`src/rtl/alu_multicycle.sv`:
```
// WIDTH-bit execution unit: single-cycle ALU ops plus iterative signed MUL/DIV,
// with registered results and flags behind a valid/ready handshake.
module alu_multicycle #(
    parameter int WIDTH = 32,
    localparam int SHW = $clog2(WIDTH)
) (
    input  logic             clock,
    input  logic             reset_n,
    input  logic             in_valid,
    output logic             in_ready,
    input  logic [WIDTH-1:0] data_operandA,
    input  logic [WIDTH-1:0] data_operandB,
    input  logic [4:0]       ctrl_ALUopcode,
    input  logic [SHW-1:0]   ctrl_shiftamt,
    output logic             out_valid,
    input  logic             out_ready,
    output logic [WIDTH-1:0] data_result,
    output logic             isNotEqual,
    output logic             isLessThan,
    output logic             overflow
);

    localparam logic [4:0] OP_ADD = 5'b00000;
    localparam logic [4:0] OP_SUB = 5'b00001;
    localparam logic [4:0] OP_AND = 5'b00010;
    localparam logic [4:0] OP_OR  = 5'b00011;
    localparam logic [4:0] OP_SLL = 5'b00100;
    localparam logic [4:0] OP_SRA = 5'b00101;
    localparam logic [4:0] OP_MUL = 5'b00110;
    localparam logic [4:0] OP_DIV = 5'b00111;
    localparam logic [WIDTH-1:0] MIN_VAL = {1'b1, {(WIDTH-1){1'b0}}};

    typedef enum logic [1:0] {IDLE, MUL, DIV, DONE} state_t;

    // Handshake: an op is accepted when in_valid && in_ready at a rising edge;
    // a result is consumed when out_valid && out_ready at a rising edge.
    state_t               state;
    logic [SHW-1:0]       counter;
    logic [WIDTH-1:0]     a_q;
    logic [WIDTH-1:0]     b_q;
    logic                 div_op;
    logic                 sign_neg;
    logic [WIDTH-1:0]     mag;
    logic [2*WIDTH-1:0]   acc;

    logic                 accept;
    logic [WIDTH-1:0]     sum;
    logic [WIDTH-1:0]     dif;
    logic [WIDTH-1:0]     alu_res;
    logic                 alu_ov;
    logic [WIDTH:0]       mul_sum;
    logic [2*WIDTH-1:0]   mul_next;
    logic [WIDTH:0]       rem_shift;
    logic [WIDTH:0]       trial;
    logic [2*WIDTH-1:0]   div_next;
    logic [2*WIDTH-1:0]   prod_s;
    logic [WIDTH-1:0]     quo_s;
    logic [WIDTH-1:0]     done_res;
    logic                 done_ov;

    function automatic logic [WIDTH-1:0] magnitude(input logic [WIDTH-1:0] v);
        return v[WIDTH-1] ? -v : v;
    endfunction

    // Returns {not_equal, less_than}; less_than stays correct when A-B overflows.
    function automatic logic [1:0] cmp_flags(input logic [WIDTH-1:0] a,
                                             input logic [WIDTH-1:0] b);
        logic [WIDTH-1:0] d;
        logic             v;
        d = a - b;
        v = (a[WIDTH-1] != b[WIDTH-1]) && (d[WIDTH-1] != a[WIDTH-1]);
        return {a != b, d[WIDTH-1] ^ v};
    endfunction

    assign in_ready = reset_n && (state == IDLE) && (!out_valid || out_ready);
    assign accept   = in_valid && in_ready;

    always_comb begin
        sum     = data_operandA + data_operandB;
        dif     = data_operandA - data_operandB;
        alu_res = '0;
        alu_ov  = 1'b0;
        case (ctrl_ALUopcode)
            OP_ADD: begin
                alu_res = sum;
                alu_ov  = (data_operandA[WIDTH-1] == data_operandB[WIDTH-1]) &&
                          (sum[WIDTH-1] != data_operandA[WIDTH-1]);
            end
            OP_SUB: begin
                alu_res = dif;
                alu_ov  = (data_operandA[WIDTH-1] != data_operandB[WIDTH-1]) &&
                          (dif[WIDTH-1] != data_operandA[WIDTH-1]);
            end
            OP_AND:  alu_res = data_operandA & data_operandB;
            OP_OR:   alu_res = data_operandA | data_operandB;
            OP_SLL:  alu_res = data_operandA << ctrl_shiftamt;
            OP_SRA:  alu_res = WIDTH'($signed(data_operandA) >>> ctrl_shiftamt);
            default: alu_res = '0;
        endcase
    end

    // One shift-add step: upper half accumulates, lower half drains the multiplier.
    always_comb begin
        mul_sum  = acc[0] ? ({1'b0, acc[2*WIDTH-1:WIDTH]} + {1'b0, mag})
                          : {1'b0, acc[2*WIDTH-1:WIDTH]};
        mul_next = {mul_sum, acc[WIDTH-1:1]};
    end

    // One restoring step: upper half is the remainder, lower half dividend/quotient.
    always_comb begin
        rem_shift = {acc[2*WIDTH-1:WIDTH], acc[WIDTH-1]};
        trial     = rem_shift - {1'b0, mag};
        div_next  = trial[WIDTH] ? {rem_shift[WIDTH-1:0], acc[WIDTH-2:0], 1'b0}
                                 : {trial[WIDTH-1:0], acc[WIDTH-2:0], 1'b1};
    end

    always_comb begin
        prod_s = sign_neg ? -acc : acc;
        quo_s  = sign_neg ? -acc[WIDTH-1:0] : acc[WIDTH-1:0];
        if (div_op) begin
            if (b_q == '0) begin
                done_res = '0;
                done_ov  = 1'b1;
            end else if (a_q == MIN_VAL && b_q == '1) begin
                done_res = MIN_VAL;
                done_ov  = 1'b1;
            end else begin
                done_res = quo_s;
                done_ov  = 1'b0;
            end
        end else begin
            done_res = prod_s[WIDTH-1:0];
            done_ov  = prod_s[2*WIDTH-1:WIDTH-1] != {(WIDTH+1){prod_s[WIDTH-1]}};
        end
    end

    always_ff @(posedge clock or negedge reset_n) begin
        if (!reset_n) begin
            state       <= IDLE;
            counter     <= '0;
            a_q         <= '0;
            b_q         <= '0;
            div_op      <= 1'b0;
            sign_neg    <= 1'b0;
            mag         <= '0;
            acc         <= '0;
            out_valid   <= 1'b0;
            data_result <= '0;
            isNotEqual  <= 1'b0;
            isLessThan  <= 1'b0;
            overflow    <= 1'b0;
        end else begin
            case (state)
                IDLE: begin
                    if (accept) begin
                        a_q      <= data_operandA;
                        b_q      <= data_operandB;
                        div_op   <= (ctrl_ALUopcode == OP_DIV);
                        sign_neg <= data_operandA[WIDTH-1] ^ data_operandB[WIDTH-1];
                        counter  <= '0;
                        if (ctrl_ALUopcode == OP_MUL) begin
                            acc       <= {{WIDTH{1'b0}}, magnitude(data_operandB)};
                            mag       <= magnitude(data_operandA);
                            out_valid <= 1'b0;
                            state     <= MUL;
                        end else if (ctrl_ALUopcode == OP_DIV) begin
                            acc       <= {{WIDTH{1'b0}}, magnitude(data_operandA)};
                            mag       <= magnitude(data_operandB);
                            out_valid <= 1'b0;
                            state     <= DIV;
                        end else begin
                            data_result              <= alu_res;
                            overflow                 <= alu_ov;
                            {isNotEqual, isLessThan} <= cmp_flags(data_operandA, data_operandB);
                            out_valid                <= 1'b1;
                        end
                    end else if (out_ready) begin
                        out_valid <= 1'b0;
                    end
                end
                MUL, DIV: begin
                    acc     <= (state == MUL) ? mul_next : div_next;
                    counter <= counter + SHW'(1);
                    if (counter == SHW'(WIDTH - 1)) begin
                        counter <= '0;
                        state   <= DONE;
                    end
                end
                DONE: begin
                    data_result              <= done_res;
                    overflow                 <= done_ov;
                    {isNotEqual, isLessThan} <= cmp_flags(a_q, b_q);
                    out_valid                <= 1'b1;
                    state                    <= IDLE;
                end
                default: state <= IDLE;
            endcase
        end
    end

endmodule

```
`config.mk`:
```
export PLATFORM = sky130hd
export DESIGN_NAME = alu_multicycle
export DESIGN_NICKNAME = d
export VERILOG_FILES = /design/src/rtl/alu_multicycle.sv
export SDC_FILE = /design/constraint.sdc
export NUM_CORES = 1
export LEC_CHECK = 0
export BUFFER_PORTS_ARGS = -buffer_cell sky130_fd_sc_hd__buf_4
export CAP_MARGIN = 10
export CORE_ASPECT_RATIO = 1.5
export CORE_MARGIN = 3
export CORE_UTILIZATION = 30
export CTS_CLUSTER_SIZE = 14
export DETAILED_ROUTE_END_ITERATION = 6
export PLACE_DENSITY = 0.57
export SYNTH_ARGS = -nofsm -noshare
export SYNTH_HDL_FRONTEND = slang
export SYNTH_SLANG_ARGS = --single-unit
```
`constraint.sdc`:
```
create_clock -name clock -period 11.1 [get_ports clock]
set_input_delay 1.665 -clock clock [delete_from_list [all_inputs] [get_ports clock]]
set_output_delay 1.665 -clock clock [all_outputs]
set_load 0.01 [all_outputs]
```
* Word level (Yosys, flattened, before mapping)
Cells that the tools add are included.
** Storage, ports and cells
- Input bits :: 78
- Bits in registers :: 205
- Output and inout port bits :: 37
- Word-level logic and storage cells :: 131
** Operators by class
- Multiplexer cells :: 50
- Eq/ne operators :: 28
- Bitwise operators :: 5
- Add/subtract/negate cells :: 10
- Reductions and logical operators :: 23
- Shift-type cells :: 2
** Operator list (number)
- 64-bit 2-to-1 mux :: 6
- 32-bit 2-to-1 mux :: 11
- 32-bit case mux with 6 select lines :: 1
- 64-bit case mux with 2 select lines :: 1
- 32-bit inequality test :: 3
- 32-bit negator :: 3
- 32-bit == test (second input constant) :: 2
- 64-bit negator :: 1
- 32-bit case mux with 2 select lines :: 1
- 32-bit subtractor :: 2
- 32-bit by 32-bit adder with 33-bit output :: 1
- 33-bit 2-to-1 mux :: 1
- 33-bit by 32-bit subtractor with 33-bit output :: 1
- 32-bit adder :: 1
- 32-bit bitwise AND :: 1
- 32-bit zero test :: 1
- 32-bit OR :: 1
- 32-bit by 5-bit left shift with 32-bit output :: 1
- 32-bit by 5-bit >>> shifter with 32-bit output :: 1
- 5-bit by 3-bit == test with 1-bit output (second input constant) :: 4
- 1-bit 2-to-1 mux :: 16
- 5-bit by 2-bit == test with 1-bit output (second input constant) :: 2
- 5-bit 2-to-1 mux :: 2
- 1-bit case mux with 2 select lines :: 5
- 24 further kinds :: 49

* Logic depth before layout (Yosys ltp)
Gate-level depths: netlist of the first run.
- Depth in word-level cells :: 8
- Gate-level depth with buffers :: 22
- Depth with buffers taken out :: 20

* Worst setup path before layout of the first run
Ideal clock, no wire load.
- Path kind :: input-to-reg
- From :: input data_operandA[12]
- To :: register data_result[31]
- Library setup time :: 0.118 ns
- Arrival :: 5.145 ns
- Data required time :: 10.982 ns
- Cell stages on the path :: 21
- Setup slack :: 5.837 ns
- Buffers on the path :: 2
- Path through :: clkbuf_1 -> inv_1 -> ha_1 -> clkbuf_1 -> nor2_1 -> o21bai_1 -> a21oi_1 -> o41a_1 -> o211ai_1 -> a21oi_1 -> o21ai_0 -> a21oi_1 -> o21ai_0 -> a21oi_1 -> fa_1 -> a22oi_1 -> o211ai_1 -> a21oi_1 -> o21ai_0 -> a21oi_1 -> nor2_1
** On the way
- Cells in the longest elaborated chain, start to end :: 6
- Elaborated cells on any way between the ends :: 9
- Those cells by class :: 2 x add/sub; 2 x shift; 5 x mux
** Ends and longest elaborated chain
- from (decl) :: line 11 : input logic [WIDTH-1:0] data_operandA,
- 32-bit subtractor, or another cell as far along :: line 80 : dif = data_operandA - data_operandB;
- 32-bit case mux with 6 select lines (*) :: line 83 : case (ctrl_ALUopcode)
- 32-bit 2-to-1 mux (*) :: line 166 : end else if (ctrl_ALUopcode == OP_DIV) begin
- 32-bit 2-to-1 mux (*) :: line 161 : if (ctrl_ALUopcode == OP_MUL) begin
- 32-bit 2-to-1 mux (*) :: line 155 : if (accept) begin
- 32-bit case mux with 2 select lines (*) :: line 153 : case (state)
- to (signal assigned) :: line 172 : data_result <= alu_res;
- to (signal assigned) :: line 190 : data_result <= done_res;
- to (decl) :: line 17 : output logic [WIDTH-1:0] data_result,
Mark *: on every way between the ends. The rest lies on a longest branch, timed or not. The select of a mux whose other input is x is not followed.
A chain may end at the register's enable or synchronous reset.

* Final worst setup path of the first run
- From :: input data_operandB[1]
- To :: register data_result[31]
** On the way
- Cells in the longest elaborated chain, start to end :: 6
- Elaborated cells on any way between the ends :: 7
- Those cells by class :: 2 x add/sub; 5 x mux
** Ends and longest elaborated chain
- from (decl) :: line 12 : input logic [WIDTH-1:0] data_operandB,
- 32-bit subtractor or 32-bit adder (tied branches) :: line 80, 79
- 32-bit case mux with 6 select lines (*) :: line 83
- 32-bit 2-to-1 mux (*) :: line 166
- 32-bit 2-to-1 mux (*) :: line 161
- 32-bit 2-to-1 mux (*) :: line 155
- 32-bit case mux with 2 select lines (*) :: line 153
Marked as above.

==> metrics.txt, run 1 <==
actual slew at the worst max-slew pin 1.13 ns; Final WS setup 5.17 ns; post-synth top area share 0.202; Slew headroom 0.235; Vias 26800; Synth async-reset ratio 1.00; synth unique cells 79; most used cell, CP a21oi_1; setup TNS 0 ns; Ports 115; Synth warnings 0; CTS tree done; Port Buffers 114; CP required 11.54 ns; chip height 362 um; CTS Root Cell clkbuf_16; crit path max fanout 6; Routed Antenna Nets 0; vias in the first global route 26200; routability cong. 1.04; Slew Limit Fails 0; setup violators final 0; Die X 243 um; CTS HTree Levels 1; status finished clean; clk_skew 0.0260 ns; hold buffers post-CTS 0; share of post-route cells with drive strength above 1 0.0931; initial DRC count 2382; Mapped Avg Cell Area 7.49 um2; clock tree sinks 205; Seq cells post-synth 205; worst path cell trace buf_4 -> inv_1 -> ha_1 -> nor2_1 -> o311ai_0 -> a221oi_1 -> o21ai_0 -> a211oi_1 -> o211ai_1 -> a21oi_1 -> o21ai_0 -> a21oi_1 -> o21ai_0 -> a21oi_1 -> fa_1 -> a22oi_1 -> o211ai_1 -> a21oi_1 -> o21ai_0 -> a21oi_1 -> nor2_1; Area Overhead vs Synth 10.3%; synthesized instance count 3383; Syn Nets 3681; pwr dens 241 mW/mm2; Total GRT Usage 0.280; die area 0.0881 mm2; Finished Cell Area 0.0280 mm2; CTS Buffer Depth 3; clk slew on worst S/H paths 0.06 ns; Final Hold Viols 0; fmax 169 MHz; total leakage power 0.0118 uW; dpl ws 4.67 ns; Post-CTS Setup Bufs 0; count leader, synth o21ai_0; dominant cells by area after synthesis dfrtp_1, ha_1, o21ai_0; initial core utilization 0.305; total grt overflow 0; Crit. End Element flip-flop; Tcrit/Tclk final 0.534; Max VDD drop 0.161 mV; Routed WL per cell 28.7 um; DR pass1 iterations 7; clock latency at the later pin of the worst-skew pair 0.57 ns; CTS resizes 0; Area after DPL 0.0271 mm2; cell taking the most area after synthesis dfrtp_1; minimum clock period 5.93 ns; Synth Flop Type dfrtp_1; largest net degree at the start of global routing 87; fill count 8916; kind of critical path in -> reg; Max Cap Violations 0; CP max stage cell o211ai_1; first-pass GRT wire length 182000 um; drt drc 0; number of flops mapped to enable cells by yosys 0; area of the multi-input gates 0.0187 mm2; top post-synthesis cells by count o21ai_0, nand2_1, nor2_1, a21oi_1, clkbuf_1; row cnt 129; sequential share of the synthesized area 0.202; RSZ-0062 raised after global routing no; initial antenna violation count 5; Critical Path Start Type input pin; Final #Nets 3621; Worst Path Arrival 6.37 ns; critical path's largest stage delay 0.75 ns; Worst Hold Class reg -> reg; HPWL Detailed 102000 um; drt via density 6.01; wirelength, routed 128000 um; Post-Syn Area 0.0253 mm2; CTS buffer count 24; Sequential Area 0.00513 mm2; Core Region 0.0831 mm2
## worst max-delay path: cells and delay by family
family / cells / cell delay [ns]
AO/OA/AOI/OAI: 15 / 3.41
buffers and inverters: 2 / 0.29
AND/OR/NAND/NOR: 2 / 0.14
adder cells (fa/ha/maj): 2 / 0.87
## final cells by class
| type | instances | share of cell area |
|---|---|---|
| clock buffers | 32 | 0.0258 |
| flip-flops and latches | 205 | 0.184 |
| inverters | 184 | 0.0247 |
| clock inverters | 12 | 0.00542 |
| diodes | 4 | 0.000358 |
| repair buffers | 159 | 0.0430 |
| well taps | 1113 | 0.0498 |
| multi-input cells | 2749 | 0.667 |
## final timing paths
| check | startpoint | slack, ns | cells past startpoint | endpoint |
|---|---|---|---|---|
| min in group asynchronous | reset_n | 1.10 | 1 | a_q[6]$_DFFE_PN0P_ |
| max in group asynchronous | reset_n | 7.72 | 3 | data_result[24]$_DFFE_PN0P_ |
| max reg2reg | acc[35]$_DFFE_PN0P_ | 5.99 | 12 | acc[61]$_DFFE_PN0P_ |
| min reg2reg | isNotEqual$_DFFE_PN0P_ | 0.49 | 2 | isNotEqual$_DFFE_PN0P_ |
| min | isNotEqual$_DFFE_PN0P_ | 0.49 | 2 | isNotEqual$_DFFE_PN0P_ |
| max | data_operandB[1] | 5.17 | 21 | data_result[31]$_DFFE_PN0P_ |
## cell usage in the layout (no fill, tap or decap), types with 25 or more instances in the layout
master	instances
nand2b_1	41
nor4_1	35
o221ai_1	28
buf_4	158
ha_1	212
dfrtp_1	203
inv_1	180
nand3_1	50
o211ai_1	28
a21oi_1	258
nor3_1	77
mux2i_1	119
nand2_1	336
xor2_1	50
mux2_2	36
or3_1	40
o21bai_1	25
nor2_1	303
a211oi_1	60
a21o_1	56
a221oi_1	37
o31ai_1	41
mux4_2	28
nand4_1	37
o21ai_0	355
clkbuf_16	25
a31oi_1	37
xnor2_1	129
## logic make-up (layout without fill, tap and decap cells)
kind of cell / Yosys count / after routing / share of synthesized area
AOI/OAI and AO/OA: 1138 / 1138 / 0.287
xor gates and xnor gates: 180 / 180 / 0.0622
adders and majority gates: 220 / 220 / 0.110
buffers and inverters: 429 / 387 / 0.0637
DFF: 205 / 205 / 0.202
muxes: 183 / 183 / 0.0879
other: 0 / 4 / 0
and+or+nand+nor: 1028 / 1028 / 0.187
## report_power, final
part           internal (uW)  switching, uW  leakage (uW)
registers               1070            479       0.00259
clock network            528            373      0.000430
logic                   1600           2700       0.00876
## per-layer routing
layer  global-route usage  routed length, um  vias to the layer above
met5                    0                 11                        -
li1                     -                  -                    12200
met2                0.485              61300                     1228
met3               0.0302               6710                      467
met1                0.279              42800                    12900
met4                0.306              17200                        2
## stage by stage
stage	hold slack (ns)	power (uW)	instances	utilization
after detailed placement	0.480	5770	4410	0.326
final	0.487	6750	4458	0.336
after CTS	0.495	6690	4454	0.336
after global placement	0.470	5750	4410	0.326
after floorplan	0.469	4240	3383	-
after global routing	0.523	7170	4455	0.336
## registers in the layout (all words and copies together), names as in the netlist
name	flops
out_valid	1
div_op	1
mag	32
sign_neg	1
counter	5
overflow	1
acc	64
isLessThan	1
a_q	32
isNotEqual	1
b_q	32
state	2
data_result	32
(Power assumes the default switching activity.)
==> run 2, diff against run 1 <==
--- a/config.mk
+++ b/config.mk
@@ -12,7 +12,7 @@
 export CORE_UTILIZATION = 30
 export CTS_CLUSTER_SIZE = 14
 export DETAILED_ROUTE_END_ITERATION = 6
-export PLACE_DENSITY = 0.57
+export PLACE_DENSITY = 0.58
 export SYNTH_ARGS = -nofsm -noshare
 export SYNTH_HDL_FRONTEND = slang
 export SYNTH_SLANG_ARGS = --single-unit
==> constraint.sdc (replaced) <==
create_clock -name clock -period 5.3 [get_ports clock]
set_input_delay 0.795 -clock clock [delete_from_list [all_inputs] [get_ports clock]]
set_output_delay 0.795 -clock clock [all_outputs]
set_load 0.01 [all_outputs]
==> run 2 against run 1 <==
- worst setup slack got worse by 4.6 ns
- largest cell class unchanged
- highest routed layer is now met4
- final cell count is 1.4% higher
- design area rose by 1.8%
- core utilization is 0.59 points higher
- wire length is 1.7% lower
- worst hold slack got worse by 0.42 ns
- register-to-register slack worse by 5.4 ns
- clock power grew 110%
- via count shrank 0.48%
- clock-buffer cell count down 2
- sequential share of layout area down 0.32 points
- sequential cell count unchanged
==> metrics.txt, run 2 (synthesis gave the netlist of run 1 again) <==
share of post-route cells with drive strength above 1 0.109; hold buffers post-CTS 0; pwr dens 503 mW/mm2; minimum clock period 4.69 ns; CP required 5.76 ns; total grt overflow 0; CTS buffer count 24; Final Hold Viols 0; CTS Root Cell clkbuf_16; Area Overhead vs Synth 12.3%; fill count 8903; most frequent cells in the layout o21ai_0, nand2_1, nor2_1, a21oi_1, buf_4; crit path buf inv count 0; worst r2r dst overflow$_DFFE_PN0P_; Routed Antenna Nets 0; crit path max fanout 8; Tcrit/Tclk final 0.886; initial DRC count 2353; DR pass1 iterations 7; Final Core Density 0.342; Final WS setup 0.605 ns; family with the most delay on the worst path simple AND/OR/NAND/NOR gates; setup TNS 0 ns; actual slew at the worst max-slew pin 1.36 ns; Routed WL per cell 27.8 um; HPWL Detailed 101000 um; Worst Path Arrival 5.15 ns; first-pass GRT wire length 181000 um; worst r2r src acc[8]$_DFFE_PN0P_; critical path's largest stage delay 0.73 ns; RSZ-0062 raised after global routing no; routability cong. 1.04; CP max stage cell or4_1; Hold WS 0.0652 ns; CTS HTree Levels 1; clk_skew 0.0240 ns; Slew Limit Fails 0; Worst R2R Path Depth 11; Slew headroom 0.0889; Crit. End Element flip-flop; setup violators final 0; Largest register FFs 64; kind of critical path reg -> reg; Max VDD drop 0.335 mV; Vias 26700; clock latency at the later pin of the worst-skew pair 0.59 ns; Critical Path Start Type flip-flop; Port Buffers 114; fmax 213 MHz; vias in the first global route 26500; clk slew on worst S/H paths 0.07 ns; commonest non-fill, non-tap cell in the layout o21ai_0; die area 0.0881 mm2; row cnt 129; clock tree sinks 205; dpl ws 0.406 ns; CTS resizes 0; largest net degree at the start of global routing 130; CTS tree done; worst reg2reg setup slack 0.61 ns; Reg with most FFs acc; chip height 362 um; Post-CTS Setup Bufs 0; Die X 243 um; wirelength, routed 126000 um; drt via density 5.90; drt drc 0; Total GRT Usage 0.277; Ports 115; Max Cap Violations 0; initial antenna violation count 4; initial core utilization 0.305; Final #Nets 3686; worst path cell trace or4_4 -> or4_4 -> or4_1 -> o31ai_1 -> xnor2_1 -> nand4_1 -> or3_1 -> or3_1 -> mux2i_1 -> o211ai_1 -> a32o_1; Worst Hold Class in -> async; Core Region 0.0831 mm2; CTS Buffer Depth 3; total leakage power 0.0121 uW; status finished clean
## run 2: per-layer routing
| metal | vias up | GRT usage | share of wire |
|---|---|---|---|
| li1 | 12300 | - | - |
| met1 | 12700 | 0.276 | 0.34 |
| met2 | 1123 | 0.486 | 0.49 |
| met3 | 471 | 0.0354 | 0.052 |
| met4 | 0 | 0.281 | 0.12 |
| met5 | - | 0 | 0 |
## run 2: worst max path at each step
stage | start | endpoint | slack [ns] | cells after the start
CTS | acc[8]$_DFFE_PN0P_ | overflow$_DFFE_PN0P_ | 0.64 | 11
global placement | data_operandA[2] | data_result[31]$_DFFE_PN0P_ | 0.39 | 22
detailed placement | data_operandA[2] | data_result[31]$_DFFE_PN0P_ | 0.41 | 22
floorplan | data_operandA[12] | data_result[31]$_DFFE_PN0P_ | 0.91 | 21
global route | acc[8]$_DFFE_PN0P_ | overflow$_DFFE_PN0P_ | 0.44 | 11
finish | acc[8]$_DFFE_PN0P_ | overflow$_DFFE_PN0P_ | 0.61 | 11
## run 2: where the power goes
group / switching (uW) / internal, uW / leakage, uW
Sequential: 994 / 2240 / 0.00259
Combinational: 5680 / 3490 / 0.00909
Clock: 794 / 1120 / 0.000416
## run 2: per-stage QoR
stage	cells	instance area, um2	total power (uW)
floorplan	3383	25300	8870
global placement	4475	27600	12200
detailed placement	4475	27600	12200
CTS	4517	28400	14200
global route	4519	28400	15200
finish	4520	28400	14300
## run 2: cell type report
type                    count  area, um2  area share
diodes                      3       7.51    0.000264
clock buffers              30        654      0.0230
clock inverters            12        195     0.00686
inverters                 184        691      0.0243
multi-input cells        2749      18700       0.656
flip-flops and latches    205       5130       0.180
well taps                1113       1390      0.0489
repair buffers            224       1730      0.0607
## run 2: worst register-to-register path, stage by stage (launching register included)
cell and delay, ns:
dfrtp_1 0.46, or4_4 0.59, or4_4 0.44, or4_1 0.73, o31ai_1 0.34, xnor2_1 0.47, nand4_1 0.15, or3_1 0.40
or3_1 0.32, mux2i_1 0.20, o211ai_1 0.20, a32o_1 0.29
